**config.mk**
```make
export PLATFORM = sky130hd
export DESIGN_NAME = cpu_sequencer
export DESIGN_NICKNAME = d
export VERILOG_FILES = /design/src/rtl/cpu_sequencer.sv
export SDC_FILE = /design/constraint.sdc
export NUM_CORES = 1
export LEC_CHECK = 0
export CORE_ASPECT_RATIO = 1.75
export CORE_MARGIN = 1
export CORE_UTILIZATION = 50
export CTS_BUF_LIST = sky130_fd_sc_hd__clkbuf_16
export DETAILED_ROUTE_END_ITERATION = 6
export PLACE_DENSITY = 0.84
export SETUP_SLACK_MARGIN = 0.02
export SLEW_MARGIN = 15
export SYNTH_ARGS = -nofsm -noshare
export SYNTH_HDL_FRONTEND = slang
export SYNTH_SLANG_ARGS = --single-unit
```
**constraint.sdc**
```tcl
create_clock -name clk -period 2.85 [get_ports clk]
set_clock_uncertainty 0.1 [all_clocks]
set_input_delay 0.57 -clock clk [delete_from_list [all_inputs] [get_ports clk]]
set_output_delay 0.57 -clock clk [all_outputs]
set_load 0.02 [all_outputs]
```
**src/rtl/cpu_sequencer.sv**
```systemverilog
// Instruction-cycle sequencer: fetch, IR load, decode, variable-length execute with memory stalls.
// Optional macro SEQ_SINGLE_STEP_EN adds in_step_pulse for one-instruction-per-pulse stepping.
module cpu_sequencer #(
    parameter int unsigned STEP_W    = 3,
    parameter int unsigned MAX_STEPS = 6,
    parameter int unsigned WAIT_MAX  = 15,
    parameter int unsigned INSTRET_W = 16
) (
    input  logic                 clk,
    input  logic                 rst_n,
    input  logic                 in_run,
    input  logic [STEP_W-1:0]    in_step_count,
    input  logic                 in_halt_op,
    input  logic                 in_mem_req,
    input  logic                 in_mem_ready,
`ifdef SEQ_SINGLE_STEP_EN
    input  logic                 in_step_pulse,
`endif
    output logic [2:0]           out_state,
    output logic [STEP_W-1:0]    out_step,
    output logic                 out_step_en,
    output logic                 out_ir_load,
    output logic                 out_pc_inc,
    output logic                 out_busy,
    output logic [INSTRET_W-1:0] out_instret,
    output logic                 out_fault
);

    localparam int unsigned WAIT_W = $clog2(WAIT_MAX + 1);

    typedef enum logic [2:0] {
        IDLE    = 3'd0,
        FETCH   = 3'd1,
        LOAD_IR = 3'd2,
        DECODE  = 3'd3,
        EXEC    = 3'd4,
        HALT    = 3'd5,
        FAULT   = 3'd6
    } state_t;

    state_t                 state_q, state_d;
    logic [STEP_W-1:0]      step_q, step_d;
    logic [STEP_W-1:0]      n_q, n_d;
    logic [WAIT_W-1:0]      wait_q, wait_d;
    logic [INSTRET_W-1:0]   instret_q, instret_d;
    logic                   halt_armed_q, halt_armed_d;
    logic                   strobe_q, busy_q, fault_q;
    logic                   stall_c;
    logic                   step_done_c;
    logic                   start_c;
    state_t                 after_retire_c;
    logic [STEP_W-1:0]      n_clamp_c;

    assign stall_c   = in_mem_req && !in_mem_ready;
    assign n_clamp_c = (in_step_count > STEP_W'(MAX_STEPS)) ? STEP_W'(MAX_STEPS) : in_step_count;

`ifdef SEQ_SINGLE_STEP_EN
    assign start_c        = in_run && in_step_pulse;
    assign after_retire_c = IDLE;
`else
    assign start_c        = in_run;
    assign after_retire_c = in_run ? FETCH : IDLE;
`endif

    // Next-state, step tracking, stall timeout and retire counting
    always_comb begin
        state_d      = state_q;
        step_d       = step_q;
        n_d          = n_q;
        wait_d       = wait_q;
        instret_d    = instret_q;
        halt_armed_d = halt_armed_q;
        step_done_c  = 1'b0;
        case (state_q)
            IDLE: begin
                if (start_c) state_d = FETCH;
            end
            FETCH:   state_d = LOAD_IR;
            LOAD_IR: state_d = DECODE;
            DECODE: begin
                n_d    = n_clamp_c;
                step_d = '0;
                wait_d = '0;
                if (in_halt_op) begin
                    state_d      = HALT;
                    instret_d    = instret_q + INSTRET_W'(1);
                    halt_armed_d = 1'b0;
                end else if (n_clamp_c == '0) begin
                    state_d   = after_retire_c;
                    instret_d = instret_q + INSTRET_W'(1);
                end else begin
                    state_d = EXEC;
                end
            end
            EXEC: begin
                if (!stall_c) begin
                    step_done_c = 1'b1;
                    wait_d      = '0;
                    if (step_q == n_q - STEP_W'(1)) begin
                        step_d    = '0;
                        state_d   = after_retire_c;
                        instret_d = instret_q + INSTRET_W'(1);
                    end else begin
                        step_d = step_q + STEP_W'(1);
                    end
                end else begin
                    wait_d = wait_q + WAIT_W'(1);
                    // This stall cycle is the WAIT_MAX-th in a row: give up
                    if (wait_q == WAIT_W'(WAIT_MAX - 1)) begin
                        state_d = FAULT;
                        step_d  = '0;
                    end
                end
            end
            HALT: begin
                if (!in_run) begin
                    halt_armed_d = 1'b1;
                end else if (halt_armed_q) begin
                    state_d = FETCH;
                end
            end
            FAULT:   state_d = FAULT;
            default: state_d = IDLE;
        endcase
    end

    always_ff @(posedge clk or negedge rst_n) begin
        if (!rst_n) begin
            state_q      <= IDLE;
            step_q       <= '0;
            n_q          <= '0;
            wait_q       <= '0;
            instret_q    <= '0;
            halt_armed_q <= 1'b0;
            strobe_q     <= 1'b0;
            busy_q       <= 1'b0;
            fault_q      <= 1'b0;
        end else begin
            state_q      <= state_d;
            step_q       <= step_d;
            n_q          <= n_d;
            wait_q       <= wait_d;
            instret_q    <= instret_d;
            halt_armed_q <= halt_armed_d;
            strobe_q     <= (state_d == LOAD_IR);
            busy_q       <= (state_d == FETCH) || (state_d == LOAD_IR) ||
                            (state_d == DECODE) || (state_d == EXEC);
            fault_q      <= (state_d == FAULT);
        end
    end

    // Step completion depends on same-cycle memory ready, so it is combinational by nature
    assign out_step_en = step_done_c;
    assign out_state   = state_q;
    assign out_step    = step_q;
    assign out_ir_load = strobe_q;
    assign out_pc_inc  = strobe_q;
    assign out_busy    = busy_q;
    assign out_instret = instret_q;
    assign out_fault   = fault_q;

endmodule
```
### Word level (Yosys, flattened, before mapping)

Cells that the tools add are included.

| storage, ports and cells | value |
|---|---|
| register bits | 33 |
| bits of input ports | 9 |
| output and inout port bits | 27 |
| word-level logic and storage cells | 72 |

| cells by class | value |
|---|---|
| add/sub/neg operators | 4 |
| magnitude comparators | 1 |
| equal/unequal tests | 19 |
| multiplexer cells | 27 |
| reduce and logical (&&, ||, !) cells | 12 |

Operator list:

| kind | number |
|---|---|
| $mux W16 | 4 |
| $mux W3 | 12 |
| $pmux W16 S2 | 1 |
| $pmux W3 S7 | 1 |
| $add A16 B1 Y16 const B | 1 |
| $eq A3 B3 Y1 const B | 5 |
| $eq A3 B2 Y1 const B | 4 |
| $ne A2 B2 Y1 const B | 4 |
| $pmux W4 S2 | 1 |
| $eq A3 B1 Y1 const B | 2 |
| $logic_not A3 Y1 | 2 |
| $ne A3 B3 Y1 const B | 2 |
| $pmux W3 S2 | 1 |
| $mux W1 | 5 |
| $add A4 B1 Y4 const B | 1 |
| $eq A4 B4 Y1 const B | 1 |
| $mux W4 | 1 |
| $reduce_and A4 Y1 | 1 |
| $reduce_bool A2 Y1 | 2 |
| $add A3 B1 Y3 const B | 1 |
| $eq A3 B3 Y1 | 1 |
| $gt A3 B3 Y1 const B | 1 |
| $logic_or A1 B1 Y1 | 3 |
| $reduce_and A3 Y1 | 1 |
| other kinds (5) | 5 |

### Longest topological paths before layout

Gate-level depths: netlist (run 1).

| logic depth | value |
|---|---|
| depth in word-level cells | 10 |
| gate-level depth with buffers | 8 |
| depth with buffers taken out | 7 |

### Worst setup path before layout (run 1)

Ideal clock, no wire load.

| timing path | value |
|---|---|
| path kind | reg2reg |
| start | register state_q[0] (netlist: out_state[0]) |
| end | register instret_q[12] (netlist: out_instret[12]) |
| library setup time | 0.130 ns |
| arrival | 1.796 ns |
| required time | 2.620 ns |
| setup slack | 0.823 ns |
| cell stages (with the launch flop) | 8 |
| path buffers | 2 |
| period minus slack after synthesis | 2.027 ns |
| path through | dfrtp_1 > buf_6 > or3b_4 > nor2_4 > a211o_4 > buf_8 > nand4_1 > xnor2_1 |

| between the ends | value |
|---|---|
| word-level cells in the longest chain between the ends | 3 |
| elaborated cells on any way between the ends | 8 |
| classes of those cells | 5 x eq/ne; 1 x mux; 2 x reduce/logical |

Ends and longest elaborated chain:

| element | RTL line | RTL |
|---|---|---|
| start: declaration | 41 | `state_t state_q, state_d;` |
| start signal: assignment | 139 | `state_q <= state_d;` |
| $eq A3 B2 Y1 / $eq A3 B3 Y1 (equally long branches) | 74 | `case (state_q)` |
| $ne A3 B3 Y1 (no source line) (tied with other cells) | - |  |
| $reduce_and A4 Y1 (no source line) | - |  |
| end signal: assignment | 143 | `instret_q <= instret_d;` |
| end: declaration | 45 | `logic [INSTRET_W-1:0] instret_q, instret_d;` |

Several ways; a longest one is shown, not always the timed one.
A chain may end at the register's enable or synchronous reset.

### Worst setup path after layout (run 1)

| timing path | value |
|---|---|
| start | register state_q[0] (netlist: out_state[0]) |
| end | output out_step_en |

| between the ends | value |
|---|---|
| word-level cells in the longest chain between the ends | 2 |

Ends and longest elaborated chain:

| element | RTL line | RTL |
|---|---|---|
| $eq A3 B3 Y1 | 74 |  |
| $mux W1 | 74 |  |
| end: declaration | 21 | `output logic out_step_en,` |

No other way between the ends.

==> impl_metrics.json, run 1 <==
{
  "outcome": "complete, no violations",
  "final_area_um2": 2210,
  "fin_crit_ps": 2690,
  "preCtsSetupSlack_ps": 274,
  "die-area_um2": 3620,
  "crit_path_cell_trace": "or3b_4 > nor2_4 > clkdlybuf4s50_1",
  "synth_top_family_by_area": "simple AND/OR/NAND/NOR gates",
  "final_max_slew_viol_count": 0,
  "fin_crit_sh_pct": 94.3,
  "synthMuxAreaShare_pct": 1.33,
  "yosysWarnings": 0,
  "reg2reg_from": "n_q[0]",
  "worst_pin_slew_ps": 524,
  "layout-drive-gt1-share_pct": 8.46,
  "yosys_register_bits": 33,
  "synth-edff-count": 0,
  "cp_max_fo": 12,
  "dr.pass1.iters": 4,
  "synth-simple-area-share_pct": 20.5,
  "min_from": "out_instret[15]",
  "slew_headroom_pct": 65.0,
  "drv_cap": 0,
  "grt.overflow.total": 0,
  "htreeDepth": 2,
  "rsz0062_at_grt": "no",
  "finalPower_mw": 2.14,
  "postCtsSetupRepairBufs": 0,
  "ys_types": 41,
  "setup_slack_ps": 164,
  "peakVddDrop_v": 0.000652,
  "grt_max_degree": 34,
  "finalSetupTns_ps": 0,
  "area_delta_synth_final_pct": 31.2,
  "synth_fp_nets": 174,
  "avgSynthCellArea_um2": 10.5,
  "clock.fmax_ghz": 0.372,
  "synth_compound_area_share_pct": 11.0,
  "rrSetupSlack_ps": 660,
  "routedWlPerCell_um": 15.0,
  "vias": 1353,
  "start_util_pct": 53.2,
  "clk_pin_slew_ps": 50,
  "slowest_delay_ps": 610,
  "clock_path_buffers": 2,
  "cpMaxStageDelayCell": "clkdlybuf4s50_1",
  "final_util_pct": 69.7,
  "holdPathEnd": "out_instret[15]",
  "cts_tree": "yes",
  "numCtsBuffers": 5,
  "io_buffers": 35,
  "hold_violations": 0,
  "viasPerCell": 5.55,
  "grt_pass1_wl_um": 5870,
  "hold_path_depth": 1,
  "grt_pass1_vias": 1338,
  "synthesis.instances": 160,
  "synth_ff_type": "dfrtp_1",
  "critical_path_class": "reg -> out",
  "ctsResizeCount": 0,
  "grt_use_total_pct": 23.0,
  "drtIter0Drc": 36,
  "leakage_nw": 0.976,
  "core_um2": 3180,
  "critical_path_required_ps": 2180,
  "regArea_um2": 826,
  "grt_antenna_before_repair": 0,
  "syn_area_um2": 1690,
  "worst_r2r_endpoint": "out_instret[1]",
  "cts_hold_buf": 0,
  "fin_nets": 214,
  "multi_input_area_um2": 797,
  "seq_area_frac_synth_pct": 48.9,
  "crit_arrival_ps": 2020,
  "place_hpwl_um": 2670,
  "diodes": 0,
  "hold_path_class": "reg -> reg",
  "start_kind": "flip-flop",
  "cts.sinks": 33,
  "chipWidth_um": 45.9,
  "ff2ff_path_depth": 6,
  "cp-end-kind": "primary output",
  "ios": 36,
  "synth-xor-area-share_pct": 10.7,
  "route.detailed.drc": 0,
  "cts-root-buf": "clkbuf_16",
  "clock_latency_ps": 280,
  "n_fill_cell": 262,
  "placed_cell_area_um2": 2080,
  "routabilityCongestion": 0.844,
  "synthArstFlopShare_pct": 100,
  "yosys.area_share.adder_pct": 3.71,
  "core.rowCount": 27,
  "setup_viol": 0,
  "drt_wl_total_um": 3650,
  "die_y_um": 78.9,
  "drtAntennaViolNets": 0,
  "power.density_nw_per_um2": 968
}
-- state kept, by name (all words and copies together) (netlist names), 3 cells and up --
| name | count |
|---|---|
| out_instret | 16 |
| out_step | 3 |
| n_q | 3 |
| wait_q | 4 |
| out_state | 3 |
-- worst max-delay path: cells and delay by family (launching register included) --
family / cells / cell delay, ps
buf+inv: 1 / 610
simple gates: 2 / 630
flops: 1 / 500
-- cell usage after synthesis (2+ instances only) --
master	instances	area, um^2
dfrtp_1	33	826
xnor2_1	17	149
nand2_1	16	60.1
nand4_1	10	62.6
o21ai_0	9	45.0
nor2_1	8	30.0
nand2b_1	6	37.5
nand3_1	6	30.0
a21oi_1	5	25.0
and3_1	5	31.3
ha_1	5	62.6
inv_1	5	18.8
a21o_1	2	15.0
a31oi_1	2	12.5
clkbuf_1	2	7.51
mux2_2	2	22.5
nor3_1	2	10.0
o31ai_1	2	15.0
-- cell families after synthesis --
logic type | after synthesis
multiplexers | 2
AND/OR/NAND/NOR | 62
buffers and inverters | 11
flip-flops | 33
AO/OA/AOI/OAI | 28
adder cells (fa/ha/maj) | 5
XOR/XNOR | 19
-- layout make-up --
type	count	area share, %
inverters	5	0.847
well taps	43	2.43
repair buffers	39	17.2
flip-flops and latches	33	37.3
clock inverters	3	0.621
clock buffers	5	5.65
multi-input cells	116	36.0
-- where the power goes --
group	internal, mW	leakage (nW)	switching, mW
clock network	0.317	0.0748	0.200
logic	0.440	0.466	0.483
registers	0.587	0.435	0.117
-- layout by cell type, fill, tap and decap left out, types with 2 or more instances in the layout --
master           instances
inv_1                    6
nor3_1                   2
clkdlybuf4s50_1         35
nand3_1                  6
clkbuf_16                5
mux2_2                   2
dfrtp_1                 33
o21ai_0                  9
a21o_1                   2
ha_1                     5
nand2_1                 16
xnor2_1                 17
a31oi_1                  2
nand4_1                 10
buf_4                    4
nand2b_1                 6
a21oi_1                  5
clkinv_2                 2
o31ai_1                  2
and3_1                   5
nor2_1                   8
-- how the worst max path moves through the flow --
stage / endpoint / depth (start not counted) / start / slack [ps]
after floorplan: out_instret[12] / 7 / out_state[0] / 820
after global placement: out_step_en / 4 / in_mem_req / 290
after detailed placement: out_step_en / 4 / in_mem_req / 270
after CTS: out_step_en / 3 / out_state[0] / 160
after global routing: out_step_en / 3 / out_state[0] / 110
final: out_step_en / 3 / out_state[0] / 160
-- metal layers --
metal / part of all wire (%) / global-route usage, %
met1: 39 / 24.5
met2: 55 / 39.9
met3: 4.0 / 6.14
met4: 2.0 / 10.6
met5: 0 / 0
-- per-stage QoR --
| step | hold WS [ps] | std cells |
|---|---|---|
| finish | 376 | 244 |
| global route | 393 | 244 |
| CTS | 376 | 244 |
| detailed placement | 369 | 236 |
| global placement | 362 | 236 |
| floorplan | 174 | 160 |
Power figures use the tool's default switching activity.
==> inputs of run 2 (changes only) <==
Clock period 2.85 ns to 3.1 ns, I/O delays scaled along.
==> run 2 against run 1 <==
Combinational power shrank 14%. Routed wire length shrank 1.4%. Via count shrank 2.7%. Global-route usage is essentially flat. Worst setup slack gained 160 ps. Largest cell class unchanged.
==> impl_metrics.json, run 2 (synthesized netlist as in run 1, its figures left out) <==
{
  "grt_max_degree": 34,
  "die-area_um2": 3620,
  "rsz0062_at_grt": "no",
  "critical_path_class": "reg -> out",
  "numCtsBuffers": 5,
  "placed_cell_area_um2": 2060,
  "crit_arrival_ps": 2060,
  "area_delta_synth_final_pct": 30.2,
  "largest_reg_flops": 16,
  "postCtsSetupRepairBufs": 0,
  "met3_length_um": 149,
  "grt_pass1_wl_um": 5980,
  "layout_common_cells": "clkdlybuf4s50_1 (35), dfrtp_1 (33), xnor2_1 (17), nand2_1 (16), nand4_1 (10)",
  "reg2reg_from": "n_q[0]",
  "htreeDepth": 2,
  "chipWidth_um": 45.9,
  "finalPower_mw": 1.93,
  "cts.sinks": 33,
  "final_common_cell": "clkdlybuf4s50_1",
  "drtIter0Drc": 51,
  "fin_nets": 212,
  "ff2ff_path_depth": 6,
  "start_util_pct": 53.2,
  "preCtsSetupSlack_ps": 407,
  "setup_viol": 0,
  "cp_max_fo": 13,
  "cts-root-buf": "clkbuf_16",
  "hold_violations": 0,
  "worstSetupStartpoint": "out_state[2]",
  "peakVddDrop_v": 0.000608,
  "ctsResizeCount": 0,
  "grt.overflow.total": 0,
  "slew_headroom_pct": 63.9,
  "routabilityCongestion": 0.823,
  "core_um2": 3180,
  "cp-end-kind": "primary output",
  "drtAntennaViolNets": 0,
  "viasPerCell": 5.44,
  "diodes": 0,
  "wl_met1_um": 1350,
  "n_fill_cell": 268,
  "clock.fmax_ghz": 0.360,
  "vias": 1317,
  "grt_antenna_before_repair": 0,
  "hold_path_class": "reg -> reg",
  "worst_pin_slew_ps": 541,
  "finalSetupTns_ps": 0,
  "top_layer": "met4",
  "clk_pin_slew_ps": 50,
  "fin_crit_ps": 2780,
  "ios": 36,
  "critical_path_required_ps": 2380,
  "cts_tree": "yes",
  "wl_met2_um": 2080,
  "routedWlPerCell_um": 14.9,
  "multi_input_area_um2": 797,
  "final_area_um2": 2200,
  "place_hpwl_um": 2590,
  "start_kind": "flip-flop",
  "dr.pass1.iters": 4,
  "outcome": "complete, no violations",
  "cts_hold_buf": 0,
  "grt_pass1_vias": 1347,
  "drt_wl_total_um": 3600,
  "die_y_um": 78.9,
  "route.detailed.drc": 0,
  "drv_cap": 0,
  "critical_path.endpoint": "out_step_en",
  "power.density_nw_per_um2": 878,
  "clock_latency_ps": 270,
  "finalHoldWorstSlack_ps": 366,
  "fin_crit_sh_pct": 89.7,
  "clock_path_buffers": 2,
  "rrSetupSlack_ps": 910,
  "io_buffers": 35,
  "final_max_slew_viol_count": 0,
  "worst_r2r_endpoint": "out_instret[1]",
  "grt_use_total_pct": 23.0,
  "regArea_um2": 826,
  "layout-drive-gt1-share_pct": 7.04,
  "core.rowCount": 27,
  "setup_slack_ps": 319,
  "leakage_nw": 0.960
}
[run 2: routing by layer]
metal / up-vias / track usage (%)
met5: - / 0
met4: 0 / 8.53
met3: 2 / 5.45
met2: 41 / 40.8
met1: 632 / 24.9
li1: 642 / -
[run 2: critical path, stage by stage (launching register included)]
cell,delay [ps]
dfrtp_1,540
or3b_4,470
nor2_4,160
clkdlybuf4s50_1,620
[run 2: final cells by class]
class | instances | share of cell area [%]
Timing Repair Buffer | 37 | 16.6
Clock buffer | 5 | 5.69
Tap cell | 43 | 2.45
Clock inverter | 3 | 0.569
Multi-Input combinational cell | 116 | 36.3
Sequential cell | 33 | 37.6
Inverter | 5 | 0.854
[run 2: worst min-delay path by stage]
stage	from	end	slack (ps)	cells after the start
after detailed placement	out_instret[15]	out_instret[15]	370	1
final	out_instret[15]	out_instret[15]	370	1
after global placement	out_instret[15]	out_instret[15]	370	1
after floorplan	rst_n	halt_armed_q	220	0
after global routing	wait_q[3]	wait_q[3]	400	1
after CTS	out_instret[15]	out_instret[15]	370	1
[run 2: report_power, final]
group / switching, mW / internal (mW)
combinational: 0.400 / 0.391
clock: 0.165 / 0.290
sequential: 0.147 / 0.539
total: 0.712 / 1.22
[run 2: per-stage QoR]
step / util, % / cells
floorplan: - / 160
global placement: 64.9 / 234
finish: 69.2 / 242
detailed placement: 64.9 / 234
CTS: 69.2 / 242
global route: 69.2 / 242
==> inputs of run 3 (changes only) <==
Settings changed: GPL_ROUTABILITY_DRIVEN from default to 0.
==> results of run 3 <==
No change in the layout: final DEF, timing and power equal those of run 2.
